<file path="src/rtl/div_unit.sv">
`default_nettype none
// ==========================================================================
// Module   : div_unit (with adder32 helper)
// Purpose  : Iterative restoring RV32M DIV/DIVU/REM/REMU unit, 1 bit/clock.
// Revision : 1.0
// ==========================================================================

module adder32 (
    input  logic [31:0] i_a,
    input  logic [31:0] i_b,
    input  logic        i_c_in,
    output logic [31:0] o_sum,
    output logic        o_c_out
);
    assign {o_c_out, o_sum} = {1'b0, i_a} + {1'b0, i_b} + {32'd0, i_c_in};
endmodule

module div_unit #(
    parameter int XLEN = 32
) (
    input  logic            i_clk,
    input  logic            i_rst_n,
    input  logic            i_start,
    input  logic            i_flush,
    input  logic [1:0]      i_div_op,
    input  logic [XLEN-1:0] i_op_a,
    input  logic [XLEN-1:0] i_op_b,
    output logic            o_busy,
    output logic            o_valid,
    output logic [XLEN-1:0] o_div_data
);
    localparam logic [1:0]      c_st_idle  = 2'd0;
    localparam logic [1:0]      c_st_calc  = 2'd1;
    localparam logic [1:0]      c_st_done  = 2'd2;
    localparam logic [XLEN-1:0] c_int_min  = {1'b1, {(XLEN-1){1'b0}}};
    localparam logic [XLEN-1:0] c_all_ones = {XLEN{1'b1}};

    logic [1:0]      r_state, w_state_nxt;
    logic [4:0]      r_cnt;
    logic [XLEN-1:0] r_rem, r_quo, r_dvs, r_div_data;
    logic            r_is_rem, r_q_neg, r_r_neg;

    logic            w_signed, w_div_zero, w_ovf, w_special, w_last;
    logic [XLEN-1:0] w_neg_a, w_neg_b, w_abs_a, w_abs_b, w_special_res;
    logic [XLEN:0]   w_shift;
    logic [XLEN-1:0] w_trial, w_rem_nxt, w_quo_nxt;
    logic            w_trial_c, w_no_borrow;
    logic [XLEN-1:0] w_res_raw, w_res_neg, w_result;
    logic            w_unused_ca, w_unused_cb, w_unused_cr;

    // Two's-complement negation: ~x + 1
    adder32 u_neg_a (.i_a(~i_op_a), .i_b('0), .i_c_in(1'b1), .o_sum(w_neg_a), .o_c_out(w_unused_ca));
    adder32 u_neg_b (.i_a(~i_op_b), .i_b('0), .i_c_in(1'b1), .o_sum(w_neg_b), .o_c_out(w_unused_cb));

    assign w_signed   = ~i_div_op[0];
    assign w_abs_a    = (w_signed & i_op_a[XLEN-1]) ? w_neg_a : i_op_a;
    assign w_abs_b    = (w_signed & i_op_b[XLEN-1]) ? w_neg_b : i_op_b;
    assign w_div_zero = (i_op_b == '0);
    assign w_ovf      = w_signed & (i_op_a == c_int_min) & (i_op_b == c_all_ones);
    assign w_special  = w_div_zero | w_ovf;

    always_comb begin
        w_special_res = '0;
        if (w_div_zero)
            w_special_res = i_div_op[1] ? i_op_a : c_all_ones;
        else
            w_special_res = i_div_op[1] ? '0 : c_int_min;
    end

    // 33-bit trial subtract: low 32 bits via adder, top bit never borrows if set
    assign w_shift     = {r_rem, r_quo[XLEN-1]};
    adder32 u_trial (.i_a(w_shift[XLEN-1:0]), .i_b(~r_dvs), .i_c_in(1'b1),
                     .o_sum(w_trial), .o_c_out(w_trial_c));
    assign w_no_borrow = w_shift[XLEN] | w_trial_c;
    assign w_rem_nxt   = w_no_borrow ? w_trial : w_shift[XLEN-1:0];
    assign w_quo_nxt   = {r_quo[XLEN-2:0], w_no_borrow};
    assign w_last      = (r_cnt == 5'd31);

    assign w_res_raw = r_is_rem ? w_rem_nxt : w_quo_nxt;
    adder32 u_neg_r (.i_a(~w_res_raw), .i_b('0), .i_c_in(1'b1), .o_sum(w_res_neg), .o_c_out(w_unused_cr));
    assign w_result  = (r_is_rem ? r_r_neg : r_q_neg) ? w_res_neg : w_res_raw;

    always_ff @(posedge i_clk or negedge i_rst_n) begin
        if (!i_rst_n) r_state <= c_st_idle;
        else          r_state <= w_state_nxt;
    end

    always_comb begin
        w_state_nxt = r_state;
        case (r_state)
            c_st_idle: if (i_start) w_state_nxt = w_special ? c_st_done : c_st_calc;
            c_st_calc: if (w_last)  w_state_nxt = c_st_done;
            c_st_done: w_state_nxt = c_st_idle;
            default:   w_state_nxt = c_st_idle;
        endcase
        if (i_flush) w_state_nxt = c_st_idle;
    end

    always_ff @(posedge i_clk or negedge i_rst_n) begin
        if (!i_rst_n) begin
            r_cnt      <= '0;
            r_rem      <= '0;
            r_quo      <= '0;
            r_dvs      <= '0;
            r_is_rem   <= 1'b0;
            r_q_neg    <= 1'b0;
            r_r_neg    <= 1'b0;
            r_div_data <= '0;
        end else if (!i_flush) begin
            case (r_state)
                c_st_idle: begin
                    if (i_start) begin
                        r_cnt    <= '0;
                        r_rem    <= '0;
                        r_quo    <= w_abs_a;
                        r_dvs    <= w_abs_b;
                        r_is_rem <= i_div_op[1];
                        r_q_neg  <= w_signed & (i_op_a[XLEN-1] ^ i_op_b[XLEN-1]);
                        r_r_neg  <= w_signed & i_op_a[XLEN-1];
                        if (w_special) r_div_data <= w_special_res;
                    end
                end
                c_st_calc: begin
                    r_rem <= w_rem_nxt;
                    r_quo <= w_quo_nxt;
                    r_cnt <= r_cnt + 5'd1;
                    if (w_last) r_div_data <= w_result;
                end
                default: ;
            endcase
        end
    end

    assign o_busy     = (r_state != c_st_idle);
    assign o_valid    = (r_state == c_st_done) & ~i_flush;
    assign o_div_data = r_div_data;

endmodule
`default_nettype wire

</file>
<file path="config.mk">
export PLATFORM = sky130hd
export DESIGN_NAME = div_unit
export DESIGN_NICKNAME = d
export VERILOG_FILES = /design/src/rtl/div_unit.sv
export SDC_FILE = /design/constraint.sdc
export NUM_CORES = 1
export LEC_CHECK = 0
export BUFFER_PORTS_ARGS = -buffer_cell sky130_fd_sc_hd__buf_2
export CAP_MARGIN = 20
export CORE_MARGIN = 3
export CORE_UTILIZATION = 55
export DETAILED_ROUTE_END_ITERATION = 12
export PLACE_DENSITY = 0.75
export SLEW_MARGIN = 25
export SYNTH_ARGS = -nofsm -noshare
export SYNTH_HDL_FRONTEND = slang
export SYNTH_SLANG_ARGS = --single-unit
</file>
<file path="constraint.sdc">
create_clock -name i_clk -period 4.65 [get_ports i_clk]
set_clock_uncertainty 0.15 [all_clocks]
set_input_delay 0.465 -clock i_clk [delete_from_list [all_inputs] [get_ports i_clk]]
set_output_delay 0.465 -clock i_clk [all_outputs]
set_load 0.02 [all_outputs]
</file>
# Yosys cells after proc, flatten, opt, wreduce, memory -nomap -nowiden
# Cells that the tools add are included.
[totals]
register_bits = 138
elab_cells = 72
[classes]
bitwise_logic = 15
n_reduce_logical = 8
n_addsub = 6
n_eq_ne = 10
n_mux = 24
[op_table]
columns = ["op", "count"]
rows = [
  ["32-bit two-way mux", 13],
  ["32-bit one-hot mux with 2 select lines", 3],
  ["32-bit inverter", 4],
  ["32-bit by 1-bit adder with 32-bit output, second input constant", 3],
  ["32-bit equality test, second input constant", 2],
  ["32-bit by 32-bit adder with 33-bit output", 1],
  ["33-bit by 1-bit adder with 33-bit output, second input constant", 1],
  ["32-bit logical NOT", 1],
  ["5-bit one-hot mux with 2 select lines", 1],
  ["2-bit two-way mux", 4],
  ["1-bit bitwise AND", 6],
  ["2-bit != test, second input constant", 3],
  ["3-bit != test, second input constant", 2],
  ["3-bit AND reduction", 2],
  ["5-bit by 1-bit adder with 5-bit output, second input constant", 1],
  ["5-bit equality test, second input constant", 1],
  ["5-bit two-way mux", 1],
  ["5-bit AND reduction", 1],
  ["2-bit one-hot mux with 2 select lines", 1],
  ["2-bit nonzero test", 2],
  ["2-bit by 1-bit equality test with 1-bit output, second input constant", 1],
  ["2-bit equality test, second input constant", 1],
  ["2-bit logical NOT", 1],
  ["1-bit inverter", 2],
  ["4 further kinds", 5],
]

# Depth between registers and ports, before layout
[depth]
ltp_word = 11
depth_mapped = 23

# By module
# A second synthesis with hierarchy kept.
[hier_totals]
cells_unflattened = 2074
hier_area_um2 = 15666.3
[by_module_without_submodules]
columns = ["module", "cells_per_inst", "area_each_um2", "seq_area_each_um2", "instances"]
rows = [
  ["div_unit", 1034, 8210.4, 3453.3, 1],
  ["adder32 at u_neg_a ...", 259, 1854.3, 0.0, 2],
  ["adder32 at u_neg_r", 276, 1945.6, 0.0, 1],
  ["adder32 at u_trial", 246, 1801.7, 0.0, 1],
]

# Worst setup path before layout
# Ideal clock, no wire load.
[synth_timing]
path_type = "flip-flop to flip-flop"
start = "register r_quo[31]"
end = "register r_div_data[26] (netlist: o_div_data[26])"
t_required_ns = 4.418
synth_period_minus_slack_ns = 4.611
stages_incl_launch_ff = 22
slack_ns = 0.039
path_buffers = 2
arrival_time_ns = 4.379
cell_sequence = "dfrtp_1 inv_1 ha_1 fa_1 nand2b_2 a211oi_4 o211a_1 o21ai_4 nand2_4 buf_4 clkbuf_1 a21oi_1 mux2i_1 ha_1 o21ai_0 a311oi_2 and3b_1 nand3_2 o41ai_2 xnor2_1 nand2_1 a31oi_1"
[synth_between]
elab_chain_len = 10
[synth_lines]
columns = ["element", "line_no", "source"]
rows = [
  ["from (decl)", "40", "logic [XLEN-1:0] r_rem, r_quo, r_dvs, r_div_data;"],
  ["from (signal assigned)", "115", "r_quo <= w_abs_a;"],
  ["from (signal assigned)", "125", "r_quo <= w_quo_nxt;"],
  ["32-bit by 32-bit adder with 33-bit output", "15", "assign {o_c_out, o_sum} = {1'b0, i_a} + {1'b0, i_b} + {32'd0, i_c_in};"],
  ["33-bit by 1-bit adder with 33-bit output", "15", ""],
  ["1-bit bitwise OR", "74", "assign w_no_borrow = w_shift[XLEN] | w_trial_c;"],
  ["32-bit two-way mux", "75", "assign w_rem_nxt = w_no_borrow ? w_trial : w_shift[XLEN-1:0];"],
  ["32-bit two-way mux *", "79", "assign w_res_raw = r_is_rem ? w_rem_nxt : w_quo_nxt;"],
  ["32-bit inverter", "80", "adder32 u_neg_r (.i_a(~w_res_raw), .i_b('0), .i_c_in(1'b1), .o_sum(w_res_neg), .o_c_out(w_unused_cr));"],
  ["32-bit by 1-bit adder with 32-bit output", "15", ""],
  ["32-bit two-way mux *", "81", "assign w_result = (r_is_rem ? r_r_neg : r_q_neg) ? w_res_neg : w_res_raw;"],
  ["32-bit two-way mux *", "127", "if (w_last) r_div_data <= w_result;"],
  ["32-bit one-hot mux with 2 select lines *", "110", "case (r_state)"],
  ["to (signal assigned)", "120", "if (w_special) r_div_data <= w_special_res;"],
  ["to (signal assigned)", "127", ""],
  ["to (decl)", "40", ""],
]
# Every way passes the cells marked *; elsewhere a longest branch is shown, timed or not. The select of a mux whose other input is x is not followed.
# A chain may end at the register's enable or synchronous reset.

# Worst setup path in the final report
# Ends and elaborated chain as after synthesis.

==> reports/results.ini <==
[critical_path]
path_class=flip-flop to flip-flop
cp_cell_sequence=inv_1 > ha_1 > fa_1 > nand2b_2 > a211oi_4 > buf_4 > o211ai_2 > a41o_1 > o22ai_1 > a31oi_1 > or4_1 > o41ai_2 > xnor2_1 > nand2_1 > a31oi_1
worst_ep_arrival_time_ns=4.68
cpMostUsedCell=a31oi_1
cp_max_fo=7
cp_slowest_stage_delay_ns=0.60
critPathLaunchType=flip-flop
required_ns=4.86
cp_slowest_cell=or4_1
crit_path_end_kind=flip-flop

[final_layout]
design_area_sq_um=12640
final_common_cell=nor2_1
diodes=0
drive_gt1_share_pct=15.16
area_delta_synth_final_pct=13.23
multi_input_area_sq_um=7196
fillerInstances=1705
mostFrequentLayoutCells=nor2_1, nand2_1, a21oi_1
fin_util_pct=64.10
fin_nets=1634
regArea_sq_um=3455

[clock_tree]
root_buffer=clkbuf_16
clkTransAtPathRegs_ns=0.07
htree_levels=4
cts.sinks=138
cts_tree=yes
ctsLongestPathBuffers=2
clk_latency_ns=0.43
cts-buffers-inserted=17

[die]
initial_utilization_pct=56.62
core.rowCount=51
core_area_sq_um=19720
dieArea_sq_um=22040
die_x_um=148.5
fp.dieH_um=148.5
ioPinCount=104

[timing]
relSlewSlack_pct=31.26
period_minus_slack_ns=4.472
worst_pin_slew_ns=1.031
drv_slew=0
hold_violations=0
fin_crit_sh_pct=96.16
setup_viol=0
rsz0062_at_grt=true
max_freq_mhz=223.6

[power]
pwr_density_cell_nw_per_um2=731.9
p_leak_nw=5.518
ir_worst_vdd_mv=0.6538

[status]
status=complete, no violations

[yosys]
ys.flop_type=dfrtp_1
synth_edf_count=0
yosysSeqAreaShare_pct=30.93
yosysWarnings=0
async_flop_share_pct=100.0
synth-seq-cells=138
synth_cell_type_count=92
postSynthAreaPerCell_sq_um=7.715
synth_nets=1556
synthCells=1447
syn_area_sq_um=11160

[drt]
firstDrtPassIters=5
drt_iter0_drc=967
post_drt_wl_per_cell_um=19.46
drc=0
finalWirelength_um=35060
vias_per_cell=6.296
ant_nets=0
vias=11346

[global_route]
met2_usage_pct=51.47
antenna_found_initial=0
globalRouteMet1Util_pct=42.61
grt_pass1_vias=10772
met3_usage_pct=5.363
grt_max_degree=76
grt_pass1_wl_um=56230
top_usage_layer=met2
grt_util_all_layers_pct=31.69
grt-ovfl-total=0

[place]
place_congestion=0.9395
place_area_sq_um=11930
io_buffers=103
dp_hpwl_um=26110

[job]
cap_violations=0

[hold_path]
hold_path.class=input pin to flip-flop

==> flip-flops by register name (all words and copies together) (netlist names) <==
| register | flops |
|---|---|
| r_q_neg | 1 |
| r_rem | 32 |
| r_quo | 32 |
| r_r_neg | 1 |
| r_dvs | 32 |
| r_is_rem | 1 |
| o_div_data | 32 |
| r_state | 2 |
| r_cnt | 5 |
==> kinds of logic (layout without fill, tap and decap cells) <==
kind of cell | Yosys count | count (layout) | synth area share, %
flip-flops | 138 | 138 | 30.93
adder cells (fa/ha/maj) | 39 | 39 | 4.439
multiplexers | 20 | 20 | 1.894
AO/OA/AOI/OAI | 497 | 497 | 27.98
XOR/XNOR | 96 | 96 | 7.532
AND/OR/NAND/NOR | 514 | 514 | 21.80
buffers and inverters | 143 | 233 | 5.425
==> cell type report <==
class,count,share of cell area (%)
tap,265,2.623
timing repair buffer,143,6.622
multi-input combinational,1166,56.93
clock inverter,13,1.346
inverter,59,1.752
clock buffer,18,3.395
sequential,138,27.33
==> worst paths after layout <==
kind | from | endpoint | slack, ns | depth (start not counted)
max reg2reg | r_quo[31] | o_div_data[26] | 0.18 | 15
min reg2reg | o_div_data[10] | o_div_data[10] | 0.32 | 2
min | i_op_b[1] | r_dvs[1] | 0.19 | 3
max in group asynchronous | i_rst_n | o_div_data[25] | 2.90 | 3
max | r_quo[31] | o_div_data[26] | 0.18 | 15
min in group asynchronous | i_rst_n | r_dvs[5] | 0.46 | 2
==> power by group <==
group	total (W)	switching [W]	internal (W)	leakage (nW)
combinational	0.00557	0.00350	0.00207	3.51
clock	0.00143	0.000586	0.000846	0.283
sequential	0.00225	0.000511	0.00174	1.73
total	0.00925	0.00459	0.00466	5.52
==> metrics by stage <==
step	hold WS [ns]	setup TNS, ns	worst slack [ns]	instances	power [W]
3_5_place_dp	0.3146	0	0.1175	1765	0.007562
5_1_grt	0.1855	-0.04433	-0.03965	1802	0.009907
4_1_cts	0.1832	0	0.05545	1797	0.009038
6_report	0.1925	0	0.1784	1802	0.009251
2_1_floorplan	0.01941	0	0.03887	1447	0.006129
3_3_place_gp	0.3074	0	0.2857	1765	0.007460
==> per-layer routing <==
metal | part of all wire (%) | wire [um]
met5 | 0 | 0
met1 | 41 | 14410
met2 | 47 | 16620
met4 | 3.9 | 1359
met3 | 7.6 | 2674
==> critical path, delay by kind of cell, from the launching register on <==
kind,cells,cell delay (ns)
AOI/OAI and AO/OA,7,1.87
DFF,1,0.39
and+or+nand+nor,3,0.92
xor gates and xnor gates,1,0.17
buffers and inverters,2,0.26
adders and majority gates,2,0.63
==> Yosys cell counts (all sizes together) (5+ instances only) <==
cell type | number | area (sq um)
a211oi | 10 | 105.1
a21boi | 10 | 86.33
a21o | 10 | 75.07
a21oi | 166 | 853.3
a22o | 15 | 131.4
a311oi | 6 | 58.80
a31oi | 31 | 200.2
and3 | 13 | 81.33
buf | 32 | 180.2
clkbuf | 52 | 203.9
dfrtp | 138 | 3453
ha | 38 | 475.5
inv | 58 | 217.7
mux2 | 9 | 101.4
mux2i | 11 | 110.1
nand2 | 170 | 645.6
nand2b | 13 | 83.83
nand3 | 21 | 110.1
nand4 | 20 | 140.1
nor2 | 173 | 649.4
nor2b | 11 | 68.82
nor3 | 36 | 195.2
nor4 | 11 | 83.83
o2111ai | 5 | 43.79
o211a | 5 | 50.05
o211ai | 14 | 110.1
o21a | 8 | 61.31
o21ai | 146 | 742.0
o221ai | 7 | 61.31
o22ai | 12 | 75.07
o31a | 7 | 61.31
o31ai | 17 | 127.6
or2 | 8 | 50.05
or3 | 13 | 81.33
xnor2 | 62 | 543.0
xor2 | 34 | 297.8
==> what timing repair did <==
action	in CTS	in global routing
hold buffers	1	0
setup buffers	0	5
gates resized for setup	0	11
endpoints found under the hold margin	70	0
endpoints found under the setup margin	0	19
No activity file was read; power rests on OpenSTA's default activity.
